--- config.mk ---
export PLATFORM = sky130hd
export DESIGN_NAME = fpga_cmd_spi_tx_flat
export DESIGN_NICKNAME = d
export VERILOG_FILES = /design/src/rtl/fpga_cmd_spi_tx_if.sv /design/src/rtl/fpga_cmd_spi_tx.sv /design/src/flat_wrapper.sv
export SDC_FILE = /design/constraint.sdc
export NUM_CORES = 1
export LEC_CHECK = 0
export CAP_MARGIN = 20
export CORE_AREA = 3 3 103 105
export DETAILED_ROUTE_END_ITERATION = 12
export DIE_AREA = 0 0 106 108
export PLACE_DENSITY_LB_ADDON = 0.25
export SLEW_MARGIN = 20
export SYNTH_ARGS = -nofsm -noshare
export SYNTH_HDL_FRONTEND = slang
export SYNTH_SLANG_ARGS = --single-unit
--- constraint.sdc ---
create_clock -name ck_1356meg -period 5.47 [get_ports ck_1356meg]
set_clock_uncertainty 0.1 [all_clocks]
set_input_delay 1.3675 -clock ck_1356meg [delete_from_list [all_inputs] [get_ports ck_1356meg]]
set_output_delay 1.3675 -clock ck_1356meg [all_outputs]
set_load 0.005 [all_outputs]
--- src/rtl/fpga_cmd_spi_tx_if.sv ---
// Command handshake and SPI link signals for fpga_cmd_spi_tx.
// slave  : the SPI initiator block (accepts commands, drives spck/mosi/ncs).
// master : the command source / link partner (drives commands and miso).
interface fpga_cmd_spi_tx_if;
  logic        cmd_valid;
  logic        cmd_ready;
  logic [3:0]  cmd_op;
  logic [7:0]  cmd_data;
  logic        spck;
  logic        mosi;
  logic        ncs;
  logic        miso;
  logic        busy;
  logic        done;
  logic [15:0] rx_word;

  modport slave (
    input  cmd_valid, cmd_op, cmd_data, miso,
    output cmd_ready, spck, mosi, ncs, busy, done, rx_word
  );

  modport master (
    output cmd_valid, cmd_op, cmd_data, miso,
    input  cmd_ready, spck, mosi, ncs, busy, done, rx_word
  );
endinterface

--- src/rtl/fpga_cmd_spi_tx.sv ---
// SPI command initiator for the FPGA configuration link.
// Serialises {op[3:0], 4'b0000, data[7:0]} MSB first, SPI mode 0, with
// programmable chip-select setup/hold and inter-frame gap.
// Optional readback of miso into rx_word: define FPGA_CMD_SPI_TX_READBACK_EN.
module fpga_cmd_spi_tx #(
  parameter int CLK_DIV  = 4,
  parameter int CS_SETUP = 2,
  parameter int CS_HOLD  = 2,
  parameter int IDLE_GAP = 2
) (
  input  logic               ck_1356meg,
  input  logic               nreset,
  fpga_cmd_spi_tx_if.slave   bus
);

  localparam logic [15:0] SETUP_LAST = 16'(CS_SETUP - 1);
  localparam logic [15:0] HOLD_LAST  = 16'(CS_HOLD - 1);
  localparam logic [15:0] GAP_LAST   = 16'(IDLE_GAP - 1);
  localparam logic [15:0] DIV_LAST   = 16'(CLK_DIV - 1);

  typedef enum logic [2:0] {
    S_IDLE,
    S_SETUP,
    S_SHIFT,
    S_HOLD,
    S_GAP
  } state_t;

  state_t      state_q, state_nxt;
  logic [15:0] cnt_q, cnt_nxt;
  logic [15:0] div_q, div_nxt;
  logic [3:0]  bit_q, bit_nxt;
  logic [15:0] sh_q, sh_nxt;
  logic        spck_q, spck_nxt;
  logic        mosi_q, mosi_nxt;
  logic        ncs_q, ncs_nxt;
  logic        busy_q, busy_nxt;
  logic        done_q, done_nxt;
  logic        ready_q, ready_nxt;
  logic        rise_evt;

  // Control state and registered link outputs; frame aborts on reset.
  always_ff @(posedge ck_1356meg) begin
    if (!nreset) begin
      state_q <= S_IDLE;
      cnt_q   <= '0;
      div_q   <= '0;
      bit_q   <= '0;
      spck_q  <= 1'b0;
      mosi_q  <= 1'b0;
      ncs_q   <= 1'b1;
      busy_q  <= 1'b0;
      done_q  <= 1'b0;
      ready_q <= 1'b0;
    end else begin
      state_q <= state_nxt;
      cnt_q   <= cnt_nxt;
      div_q   <= div_nxt;
      bit_q   <= bit_nxt;
      spck_q  <= spck_nxt;
      mosi_q  <= mosi_nxt;
      ncs_q   <= ncs_nxt;
      busy_q  <= busy_nxt;
      done_q  <= done_nxt;
      ready_q <= ready_nxt;
    end
  end

  // Command shift register holds data only, so it carries no reset.
  always_ff @(posedge ck_1356meg) begin
    sh_q <= sh_nxt;
  end

  // Next-state and next-output logic for the frame sequencer.
  always_comb begin
    state_nxt = state_q;
    cnt_nxt   = cnt_q;
    div_nxt   = div_q;
    bit_nxt   = bit_q;
    sh_nxt    = sh_q;
    spck_nxt  = spck_q;
    mosi_nxt  = mosi_q;
    ncs_nxt   = ncs_q;
    busy_nxt  = busy_q;
    done_nxt  = 1'b0;
    ready_nxt = ready_q;
    rise_evt  = 1'b0;

    case (state_q)
      S_IDLE: begin
        spck_nxt  = 1'b0;
        ncs_nxt   = 1'b1;
        ready_nxt = 1'b1;
        if (bus.cmd_valid && ready_q) begin
          sh_nxt    = {bus.cmd_op, 4'b0000, bus.cmd_data};
          mosi_nxt  = bus.cmd_op[3];
          ncs_nxt   = 1'b0;
          busy_nxt  = 1'b1;
          ready_nxt = 1'b0;
          cnt_nxt   = '0;
          state_nxt = S_SETUP;
        end
      end

      S_SETUP: begin
        if (cnt_q == SETUP_LAST) begin
          cnt_nxt   = '0;
          div_nxt   = '0;
          bit_nxt   = '0;
          state_nxt = S_SHIFT;
        end else begin
          cnt_nxt = cnt_q + 16'd1;
        end
      end

      S_SHIFT: begin
        if (div_q == DIV_LAST) begin
          div_nxt = '0;
          if (!spck_q) begin
            spck_nxt = 1'b1;
            rise_evt = 1'b1;
          end else begin
            spck_nxt = 1'b0;
            if (bit_q == 4'd15) begin
              // Last falling edge: keep the final bit on mosi through HOLD.
              bit_nxt   = '0;
              cnt_nxt   = '0;
              state_nxt = S_HOLD;
            end else begin
              bit_nxt  = bit_q + 4'd1;
              sh_nxt   = {sh_q[14:0], 1'b0};
              mosi_nxt = sh_q[14];
            end
          end
        end else begin
          div_nxt = div_q + 16'd1;
        end
      end

      S_HOLD: begin
        if (cnt_q == HOLD_LAST) begin
          ncs_nxt   = 1'b1;
          done_nxt  = 1'b1;
          mosi_nxt  = 1'b0;
          cnt_nxt   = '0;
          state_nxt = S_GAP;
        end else begin
          cnt_nxt = cnt_q + 16'd1;
        end
      end

      S_GAP: begin
        if (cnt_q == GAP_LAST) begin
          busy_nxt  = 1'b0;
          ready_nxt = 1'b1;
          cnt_nxt   = '0;
          state_nxt = S_IDLE;
        end else begin
          cnt_nxt = cnt_q + 16'd1;
        end
      end

      default: begin
        state_nxt = S_IDLE;
      end
    endcase
  end

  assign bus.spck      = spck_q;
  assign bus.mosi      = mosi_q;
  assign bus.ncs       = ncs_q;
  assign bus.busy      = busy_q;
  assign bus.done      = done_q;
  assign bus.cmd_ready = ready_q;

`ifdef FPGA_CMD_SPI_TX_READBACK_EN
  logic [15:0] rx_sh_q;
  logic [15:0] rx_word_q;

  // Shift miso in on every spck rise; publish the word with done.
  always_ff @(posedge ck_1356meg) begin
    if (!nreset) begin
      rx_word_q <= '0;
    end else if (done_nxt) begin
      rx_word_q <= rx_sh_q;
    end
    if (rise_evt) begin
      rx_sh_q <= {rx_sh_q[14:0], bus.miso};
    end
  end

  assign bus.rx_word = rx_word_q;
`else
  logic unused_readback;
  assign unused_readback = bus.miso ^ rise_evt;
  assign bus.rx_word     = 16'h0000;
`endif

endmodule

--- src/flat_wrapper.sv ---
// flat-port wrapper written by rule: the top's interface ports become plain ports
module fpga_cmd_spi_tx_flat 
#(
  parameter int CLK_DIV  = 4,
  parameter int CS_SETUP = 2,
  parameter int CS_HOLD  = 2,
  parameter int IDLE_GAP = 2
)
  (ck_1356meg, nreset, bus_cmd_valid, bus_cmd_op, bus_cmd_data, bus_miso, bus_cmd_ready, bus_spck, bus_mosi, bus_ncs, bus_busy, bus_done, bus_rx_word);
  fpga_cmd_spi_tx_if bus_i ();
  input  logic ck_1356meg;
  input  logic nreset;
  input wire logic [$bits(bus_i.cmd_valid)-1:0] bus_cmd_valid;
  input wire logic [$bits(bus_i.cmd_op)-1:0] bus_cmd_op;
  input wire logic [$bits(bus_i.cmd_data)-1:0] bus_cmd_data;
  input wire logic [$bits(bus_i.miso)-1:0] bus_miso;
  output wire logic [$bits(bus_i.cmd_ready)-1:0] bus_cmd_ready;
  output wire logic [$bits(bus_i.spck)-1:0] bus_spck;
  output wire logic [$bits(bus_i.mosi)-1:0] bus_mosi;
  output wire logic [$bits(bus_i.ncs)-1:0] bus_ncs;
  output wire logic [$bits(bus_i.busy)-1:0] bus_busy;
  output wire logic [$bits(bus_i.done)-1:0] bus_done;
  output wire logic [$bits(bus_i.rx_word)-1:0] bus_rx_word;
  assign bus_i.cmd_valid = bus_cmd_valid;
  assign bus_i.cmd_op = bus_cmd_op;
  assign bus_i.cmd_data = bus_cmd_data;
  assign bus_i.miso = bus_miso;
  assign bus_cmd_ready = bus_i.cmd_ready;
  assign bus_spck = bus_i.spck;
  assign bus_mosi = bus_i.mosi;
  assign bus_ncs = bus_i.ncs;
  assign bus_busy = bus_i.busy;
  assign bus_done = bus_i.done;
  assign bus_rx_word = bus_i.rx_word;
  fpga_cmd_spi_tx #(.CLK_DIV(CLK_DIV), .CS_SETUP(CS_SETUP), .CS_HOLD(CS_HOLD), .IDLE_GAP(IDLE_GAP)) u_core (.ck_1356meg(ck_1356meg), .nreset(nreset), .bus(bus_i));
endmodule
==> results list <==
- The flow ran to the end, and the final reports show no timing, DRC or antenna violations.
* Height of the chip: 108 µm
* Crit path setup slack, layout: 1.992 ns
- Inserted Clock Buffers: 9
* Clock sink total: 60
* Total area of multi-input combinational cells: approximately 0.0018 mm²
* H-tree levels: 3
- Half-perimeter wire length after placement: 5063 µm
- In this run, the number of DRC markers left after iteration 0 of detailed routing was between 100 and 150.
- Setup repair after global routing left no endpoint under its margin.
- # nets final: a little over 400
* CP Capture Type: flip-flop
- Final worst-path cycle share: 63.59%
* Core region area: 0.009729 mm²
- For this configuration, the core starts out at a cell density of 34.86%.
- Via count: 2824
- Summed over all layers, the global routing overflow is 0.
* Layout overhead on the synthesized area: 10.92%
- Post-CTS sizing: 0
- The number of max-slew violations in the final report was 0.
* Fill count: 1001
- For this run, global-route usage on met2 was measured as 22.81%.
- Mean cell area of the mapped netlist: 8.926 µm²
* Sequential share of power: about half
- Insertion delay of the later-clocked pin in the worst-skew pair: 0.35 ns
- Peak supply drop: 0.00008678 V
* Largest fanout of any net on the critical path: 27
- Max Freq: 287.5 MHz
- Required @ worst endpoint: 5.62 ns
* Largest net degree at the start of global routing: 28
- Routed wire length: just under 8000 µm
- Number of distinct library cells after synthesis: 66
- Global-route wire length before repair: 13250 µm
- Post-CTS setup buffer count: 0
- The slowest stage of the critical path belongs to the cell sky130_fd_sc_hd__clkdlybuf4s50_1.
- Inserted Diodes: 0
- The synthesized design contains 60 register bits.
- Headroom to the max-slew limit came out at 35.69%.
- Startpoint Class: primary input
- Predominant post-synthesis flop cell: sky130_fd_sc_hd__dfxtp_1
* Pwr Density: 246.9 mW/mm²
- Antenna viol nets, final: 0
* Proportion of register bits with asynchronous set or reset after synthesis: 0%
- Global route hottest layer: met2
- For this design, the CTS-stage hold fixing added 0 buffers.
- Max_cap viols: 0
- Cells after synthesis: 380
* Minimum setup slack after placement: 1.605 ns
- The number of global-route vias before repair was 2726.
- In this run the worst hold path is classified as flip-flop to flip-flop.
* Post-Syn Area: 0.003392 mm²
- Share of final-layout standard cells stronger than drive strength 1: 11.65%
* TritonCTS clock tree: done
* Max stage delay on crit path: approximately 1 ns
* Switching share of power: about 25%
- Power comes to 0.9289 mW.
* Count of yosys warnings during synthesis: 0
- Final Hold Vio Count: 0
- Initial antenna violation count: 0
* Count of TritonRoute iterations in the first routing pass: 4
- For the pin with the worst max-slew slack, the measured transition is 0.9624 ns.
* Proportion of synthesized chip area in sequential cells: 39.84%
- In the global route stage, met1 resource usage came out at 18.44%.
- The clock network is responsible for 42.7% of the overall power.
- The floorplan has 36 rows.
- Number of synthesized flops with an enable pin: 15
- The tree is rooted in a sky130_fd_sc_hd__clkbuf_8.
* Full die area: about 0.011 mm²
- Overall fraction of global-route tracks in use: 14.50%
- In this run the power spent charging and discharging nets is 0.2331 mW.
- Horizontal die dimension: 106 µm
- Leakage power figure: 1.242 nW
* Port Buf Inserts: 20
* Global placement routability congestion: between 0.8 and 0.9
- Drt via density: 5.348
- In the routed design, unresolved DRC markers number 0.
* Critical path, cell by cell: clkdlybuf4s50_1, clkinv_1, buf_4, a311o_1, o31ai_1
* Instance area after placement: between 0.003 and 0.004 mm²
- Number of top-level design ports: 38
- Total setup violations reported at the end of the flow: 0
- Registers take approximately 0.0014 mm².
- For this run, global-route usage on met3 was measured as 3.642%.
- For the final routed database, the setup TNS stands at 0 ns.
* Combinational group share of total power: 6.8%
- At the worst endpoint, the arrival time is between 3 and 4 ns.
* Clock transition at the register clock pins on the worst setup and hold paths after CTS: 0.07 ns
- Cell internal power was estimated by the tool at a little under 0.7 mW.
- Critical path class: primary input to flip-flop
* Routed wirelength normalized by instance count: about 15 µm
- Minimum period implied by the final worst setup slack: 3.478 ns
- Largest buffer count on any clock path: 2
* Final instance area: ~0.0038 mm²
-- layout make-up --
class / count / share of cell area (%)
repair buffers: 22 / 5.720
well taps: 133 / 4.423
inverters: 8 / 0.7981
clock buffers: 9 / 3.292
clock inverters: 7 / 1.796
multi-input cells: 289 / 48.05
flip-flops and latches: 60 / 35.92
-- placed cells by master, fill, tap and decap left out, drive strengths merged, types with 2 or more instances in the layout --
cell,n
ha,4
inv,7
clkinvlp,2
and4,3
or3,2
nand4b,3
and3,7
nor3b,2
conb,16
clkinv,5
nor2,19
a211oi,14
nor4,8
nor4b,5
or2,3
clkdlybuf4s50,20
edfxtp,15
nand3,17
nor3,21
o221a,4
a31oi,4
buf,2
nand2,60
and2,3
nand4,9
a22oi,2
a21oi,31
a311oi,4
nand3b,2
o22ai,3
o21a,7
nand2b,3
o32ai,2
dfxtp,45
a211o,2
clkbuf,9
o21ai,15
a41oi,2
-- cells in the mapped netlist, types with 5 or more instances --
library cell	n	area, µm²
sky130_fd_sc_hd__inv_1	6	22.52
sky130_fd_sc_hd__edfxtp_1	15	450.4
sky130_fd_sc_hd__nand3_1	16	80.08
sky130_fd_sc_hd__o21ai_0	11	55.05
sky130_fd_sc_hd__dfxtp_1	45	900.9
sky130_fd_sc_hd__nor2_1	16	60.06
sky130_fd_sc_hd__a211oi_2	6	75.07
sky130_fd_sc_hd__a21oi_1	30	150.1
sky130_fd_sc_hd__buf_4	21	157.7
sky130_fd_sc_hd__o21a_1	7	52.55
sky130_fd_sc_hd__clkbuf_1	7	26.28
sky130_fd_sc_hd__buf_2	5	25.02
sky130_fd_sc_hd__nor3_1	19	95.09
sky130_fd_sc_hd__nand4_1	9	56.30
sky130_fd_sc_hd__a211oi_1	8	60.06
sky130_fd_sc_hd__nand2_1	60	225.2
sky130_fd_sc_hd__and3_1	7	43.79
-- metal layers --
metal / part of all wire (%) / wire length, µm / up-vias
li1: - / - / 1402
met1: 48 / 3693 / 1357
met2: 46 / 3586 / 52
met3: 3.6 / 279 / 13
met4: 2.0 / 155 / 0
met5: 0 / 0 / -
-- path summary, 6_finish.rpt --
kind	startpoint	endpoint	slack [ns]	cells after the start
hold reg to reg	u_core.bus.busy	u_core.bus.busy	0.36	2
hold / removal	u_core.bus.busy	u_core.bus.busy	0.36	2
setup / recovery	nreset	u_core.bus.mosi	1.99	5
setup reg to reg	u_core.div_q[0]	u_core.sh_q[2]	2.69	5
-- per-stage QoR --
step / instances / util, % / hold slack (ns)
4_1_cts: 528 / 38.67 / 0.3641
3_5_place_dp: 512 / 36.70 / 0.3543
5_1_grt: 528 / 38.67 / 0.3960
2_1_floorplan: 395 / - / 0.3450
3_3_place_gp: 512 / 36.70 / 0.3497
6_report: 528 / 38.67 / 0.3578
-- logic make-up (layout without fill, tap and decap cells) --
kind of cell	Yosys count	after routing	share of synthesized area, %
AND/OR/NAND/NOR	169	169	27.89
adder cells (fa/ha/maj)	4	4	1.476
other	1	16	0.1106
flip-flops	60	60	39.84
buffers and inverters	46	46	8.520
AO/OA/AOI/OAI	99	99	21.91
XOR/XNOR	1	1	0.2583
-- power groups by stage --
stage                     combinational (mW)  sequential (mW)  clock (mW)
after floorplan                       0.0520            0.477           0
after global placement                0.0628            0.479           0
after detailed placement              0.0636            0.479           0
after CTS                             0.0638            0.469       0.407
after global routing                  0.0704            0.470       0.429
final                                 0.0631            0.469       0.397
-- worst max-delay path: cells and delay by family --
| family | cells | cell delay (ns) |
|---|---|---|
| buf+inv | 3 | 1.87 |
| compound gates | 2 | 0.37 |
-- flip-flops by register name, indices dropped and copies added (netlist names), 3 cells and up --
name	flops
u_core.state_q	3
u_core.sh_q	15
u_core.div_q	16
u_core.cnt_q	16
u_core.bit_q	4
No activity file was read; power rests on OpenSTA's default activity.
